**config.mk**
```make
export PLATFORM = sky130hd
export DESIGN_NAME = scroll_controller
export DESIGN_NICKNAME = d
export VERILOG_FILES = /design/src/rtl/scroll_controller.sv
export SDC_FILE = /design/constraint.sdc
export NUM_CORES = 1
export LEC_CHECK = 0
export BUFFER_PORTS_ARGS = -buffer_cell sky130_fd_sc_hd__buf_4
export CAP_MARGIN = 30
export CORE_MARGIN = 1.5
export CORE_UTILIZATION = 50
export CTS_CLUSTER_DIAMETER = 120
export DETAILED_ROUTE_END_ITERATION = 12
export PLACE_DENSITY = 0.73
export RECOVER_POWER = 50
export SLEW_MARGIN = 20
export SYNTH_ARGS = -nofsm -noshare
export SYNTH_HDL_FRONTEND = slang
export SYNTH_SLANG_ARGS = --single-unit
```
**constraint.sdc**
```tcl
create_clock -name clk -period 13.26 [get_ports clk]
set_clock_uncertainty 0.1 [all_clocks]
set_input_delay 2.652 -clock clk [delete_from_list [all_inputs] [get_ports clk]]
set_output_delay 2.652 -clock clk [all_outputs]
set_load 0.01 [all_outputs]
```
**src/rtl/scroll_controller.sv**
```systemverilog
// Vertical camera controller: follows the doodle upward past a scroll line and
// flags a fall below the screen bottom.
module scroll_controller #(
    parameter int COORD_W       = 32,
    parameter int SCREEN_HEIGHT = 700,
    parameter int SCROLL_LINE   = 350,
    parameter int MAX_STEP      = 8,
    parameter int SMOOTH        = 1
) (
    input  logic               clk,
    input  logic               reset,
    input  logic               start,
    input  logic               frame_tick,
    input  logic [COORD_W-1:0] doodle_y,
    output logic [COORD_W-1:0] cam_y,
    output logic [COORD_W-1:0] scroll_amt,
    output logic               new_view,
    output logic               min_y_crossed,
    output logic [1:0]         state
);

    localparam int W1 = COORD_W + 1;
    localparam logic [COORD_W:0] CAP  = {1'b0, {COORD_W{1'b1}}} - W1'(SCREEN_HEIGHT);
    localparam logic [COORD_W:0] LINE = W1'(SCROLL_LINE);
    localparam logic [COORD_W:0] MAXS = W1'(MAX_STEP);

    typedef enum logic [1:0] {
        IDLE   = 2'd0,
        RUN    = 2'd1,
        SCROLL = 2'd2,
        OVER   = 2'd3
    } stateT;

    stateT            stateQ;
    logic [COORD_W:0] lineY;
    logic [COORD_W:0] diff;
    logic [COORD_W:0] rawStep;
    logic [COORD_W:0] room;
    logic [COORD_W:0] step;
    logic             above;
    logic             longJump;
    logic             fell;

    assign state = stateQ;

    // One extra bit keeps cam_y + SCROLL_LINE from wrapping near the top of the range.
    always_comb begin
        lineY    = {1'b0, cam_y} + LINE;
        above    = {1'b0, doodle_y} > lineY;
        diff     = above ? ({1'b0, doodle_y} - lineY) : '0;
        longJump = (SMOOTH != 0) && (diff > MAXS);
        rawStep  = longJump ? MAXS : diff;
        room     = CAP - {1'b0, cam_y};
        step     = (rawStep > room) ? room : rawStep;
        fell     = doodle_y < cam_y;
    end

    always_ff @(posedge clk or negedge reset) begin
        if (!reset) begin
            stateQ        <= IDLE;
            cam_y         <= '0;
            scroll_amt    <= '0;
            new_view      <= 1'b0;
            min_y_crossed <= 1'b0;
        end else begin
            new_view <= 1'b0;
            if (start) begin
                stateQ        <= RUN;
                cam_y         <= '0;
                scroll_amt    <= '0;
                min_y_crossed <= 1'b0;
            end else begin
                case (stateQ)
                    RUN: begin
                        if (frame_tick) begin
                            if (fell) begin
                                stateQ        <= OVER;
                                min_y_crossed <= 1'b1;
                            end else if (above) begin
                                if (step != '0) begin
                                    cam_y      <= cam_y + step[COORD_W-1:0];
                                    scroll_amt <= step[COORD_W-1:0];
                                    new_view   <= 1'b1;
                                end
                                stateQ <= longJump ? SCROLL : RUN;
                            end
                        end
                    end
                    SCROLL: begin
                        // At the cap the step clips to zero while the distance stays large,
                        // so the camera parks here until a restart.
                        if (above && step != '0) begin
                            cam_y      <= cam_y + step[COORD_W-1:0];
                            scroll_amt <= step[COORD_W-1:0];
                            new_view   <= 1'b1;
                        end
                        stateQ <= (above && longJump) ? SCROLL : RUN;
                    end
                    default: ;
                endcase
            end
        end
    end

endmodule

```
==> metrics.md <==
| Metric | Value |
|---|---|
| Status | complete, but fails checks |
| Violated checks | capacitance limit, slew limit |
| Max IR drop VDD | 0.0001009 V |
| Warnings from Yosys | 0 |
| Post-CTS Hold Buffers | 0 |
| FILL cells | approximately 1800 |
| I/O Buffers | 103 |
| Worst Hold Launch | scroll_amt[24] |
| Die area | 19940 um^2 |
| Drc violations | 0 |
| Worst Path Arrival | 12000 ps |
| Io pins | 104 |
| Final Cycle Share | 89.54% |
| Iter 0 DRT Violations | 849 |
| Top FF cell, synth | dfrtp_1 |
| Top cell by count, worst path | nor2_1 |
| Detail-routed via count per cell | 6.375 |
| Critical Path Source Type | flop |
| Synthesized area | 9553 um^2 |
| Setup CP Type | flop to flop |
| Vias | 9804 |
| Slew Viols, Final | 55 |
| Critical Path End Type | flop |
| Vias in the first global route | around 9400 |
| Clock Tree Root | clkbuf_16 |
| CTS sink count | 68 |
| Layout Cells excl Fill | 1538 |
| Worst reg2reg path endpoint | cam_y[30] |
| GRT busiest layer | met2 |
| Syn avg cell area | 7.981 um^2 |
| Cell Rows | 50 |
| Post-synthesis cell count | 1197 |
| Min-Delay Path Class | flop to flop |
| Seq cells post-synth | 68 |
| Hold path cells | 1 |
| Placer Congestion | 1.116 |
| Cells on worst reg2reg path | 44 |
| Cts bufs inserted | 9 |
| Starting Density | about half |
| Ys async rst share | 100.0% |
| Post-cts resize count | 0 |
| Initial antenna violation count | 0 |
| Sw Pwr | 1.175 mW |
| RSZ-0062 raised after global routing | no |
| Fin crit period | 11870 ps |
| Netlist cell types | 82 |
| Chip height | approximately 140 um |
| Post-synth EDFFs | 0 |
| Area grow syn2layout | 12.01% |
| Final ANT Viol Nets | 0 |
| Share of cells above drive strength 1 | 8.742% |
| Global-route track usage on met1 | just over 40% |
| Max-Cap Viols | 1 |
| Leakage power | 4.902 nW |
| WL/cell | 20.12 um |
| HPWL Detailed | 24380 um |
| Worst EP required | 13390 ps |
| Yosys top cell area share | 17.81% |
| Routed WL | just over 30000 um |
| H-tree levels | 3 |
| FMAX | 84.22 MHz |
| Area contributors post-synth | dfrtp_1, ha_1, xnor2_1, mux2_1, nor2_1 |
| Seq pwr share | 17.7% |
| Gr usage total | about 31% |
| Setup TNS | 0 ps |
| CTS tree | done |
| M3 GR Usage | 4.042% |
| Clk pwr share | 10.9% |
| WHS Endpoint | scroll_amt[24] |
| Pwr Density | 209.2 nW/um^2 |
| Worst-Margin Slew | between 3000 and 4000 ps |
| Internal power | 1.064 mW |
| GR Util met2 | 50.88% |
| Worst-path fanout max | 40 |
| Worst reg2reg setup slack | 1390 ps |
| Comb power frac | between 70 and 80% |
| Skew-Pair Late Insertion Delay | 340 ps |
| Wire length of the first global-routing pass | 49030 um |
| Largest net degree at the start of global routing | 69 |
| Worst setup path startpoint | cam_y[1] |
| Slowest library cell on the worst path | a31o_2 |
| Die width | 141.2 um |
| Switching part of the total | 52.48% |
| Final Hold Viols | 0 |
| Max incr delay on CP | 770 ps |
| Final setup viols | 0 |
| Top cell type by total area after synthesis | dfrtp_1 |
| Slew margin rel. | -103.2% |
| Clock-pin slew on the worst setup and hold paths | 60 ps |
| Placeable core area | 18710 um^2 |
| Final net count | about 1500 |
| 1st-pass router iterations | 5 |
| CTS max path bufs | 2 |
| RR Startpoint | cam_y[1] |
| Antenna cells | 0 |
| # Post-CTS Setup Buffers | 0 |
| Grt ovf | 0 |
| Placed Cells | 1523 |
| Seq/Total Area, Yosys | 17.81% |
## cell type report
cell class	instances	area [um^2]	share of cell area, %
inverter	62	232.7	2.175
tap	234	292.8	2.736
clock buffer	12	256.5	2.397
sequential	68	1702	15.90
timing repair buffer	108	675.6	6.314
multi-input combinational	1052	7506	70.15
clock inverter	2	35.03	0.3274
## synth_stat cells, drive strengths merged, types with 21 or more instances
| library cell | count |
|---|---|
| a21o | 27 |
| a21oi | 86 |
| clkbuf | 26 |
| dfrtp | 68 |
| ha | 132 |
| inv | 61 |
| mux2 | 56 |
| nand2 | 71 |
| nand3 | 36 |
| nand4 | 29 |
| nor2 | 143 |
| nor3 | 32 |
| o21ai | 56 |
| xnor2 | 75 |
| xor2 | 21 |
## routing by layer
metal	routed length, um	vias up
met5	0	-
met4	1301	0
met3	2221	98
met2	14330	455
met1	13080	4670
li1	-	4581
## cells in the final DEF (no fill, tap or decap), drive strengths merged, types with 6 or more instances in the layout
cell type,Yosys,layout
nor4,13,13
mux2i,11,11
and3,19,19
a31oi,15,15
nand3,36,36
mux2,56,56
buf,17,72
a2111oi,6,6
nand2,71,71
nor3,32,32
o21bai,8,8
nand4,29,29
a21oi,86,86
o21ai,56,56
nand2b,14,14
nor2,143,143
o2111ai,6,6
xnor2,75,75
xor2,21,21
conb,1,29
inv,61,61
a21o,27,27
clkbuf,26,48
nor2b,13,13
or3,15,15
dfrtp,68,68
and2,6,6
and4,7,7
ha,132,132
o21a,19,19
or2,7,7
o22ai,6,6
a211oi,11,11
o211ai,9,9
a211o,6,6
## power groups by stage
stage                     registers (mW)  clock network [mW]  logic (mW)
after floorplan                    0.377                   0        1.13
after global placement             0.396                   0        1.57
after detailed placement           0.395                   0        1.58
after CTS                          0.393               0.249        1.59
after global routing               0.405               0.257        1.75
final                              0.396               0.244        1.60
## sequential cells by signal (all words and copies together), names as in the netlist
register / flops
scroll_amt: 32
state: 2
min_y_crossed: 1
new_view: 1
cam_y: 32
## kinds of logic (layout without fill, tap and decap cells)
family	Yosys count	after routing	synth area share, %
xor+xnor	96	96	8.802
flops	68	68	17.81
mux	67	67	7.754
buf+inv	105	184	4.715
fa+ha+maj	135	135	17.92
simple gates	425	425	22.13
other cells	1	29	0.03926
compound gates	300	300	20.83
## stage by stage
stage	instance area (um^2)	total power [mW]	hold WS [ps]	util (%)	setup WS, ps
3_3_place_gp	10540	1.963	375.0	56.33	1639
6_report	10700	2.239	384.4	57.20	1387
3_5_place_dp	10540	1.974	378.4	56.33	1489
2_1_floorplan	9658	1.502	428.8	-	2767
4_1_cts	10830	2.232	393.4	57.89	1736
5_1_grt	10700	2.409	405.2	57.20	707.3
## how the worst max path moves through the flow
| stage | slack (ps) | cells after the start | endpoint |
|---|---|---|---|
| 2_1_floorplan | 2770 | 37 | cam_y[31] |
| 3_3_place_gp | 1640 | 38 | cam_y[26] |
| 3_5_place_dp | 1490 | 38 | cam_y[30] |
| 4_1_cts | 1740 | 44 | cam_y[30] |
| 5_1_grt | 710 | 44 | cam_y[26] |
| 6_report | 1390 | 44 | cam_y[30] |
## worst max-delay path: cells and delay by family, from the launching register on
kind / cells / cell delay (ps)
muxes: 1 / 300
DFF: 1 / 570
buffers and inverters: 3 / 400
and+or+nand+nor: 15 / 3540
xor gates and xnor gates: 2 / 350
adders and majority gates: 5 / 1430
AOI/OAI and AO/OA: 18 / 5000
Power figures use the tool's default switching activity.
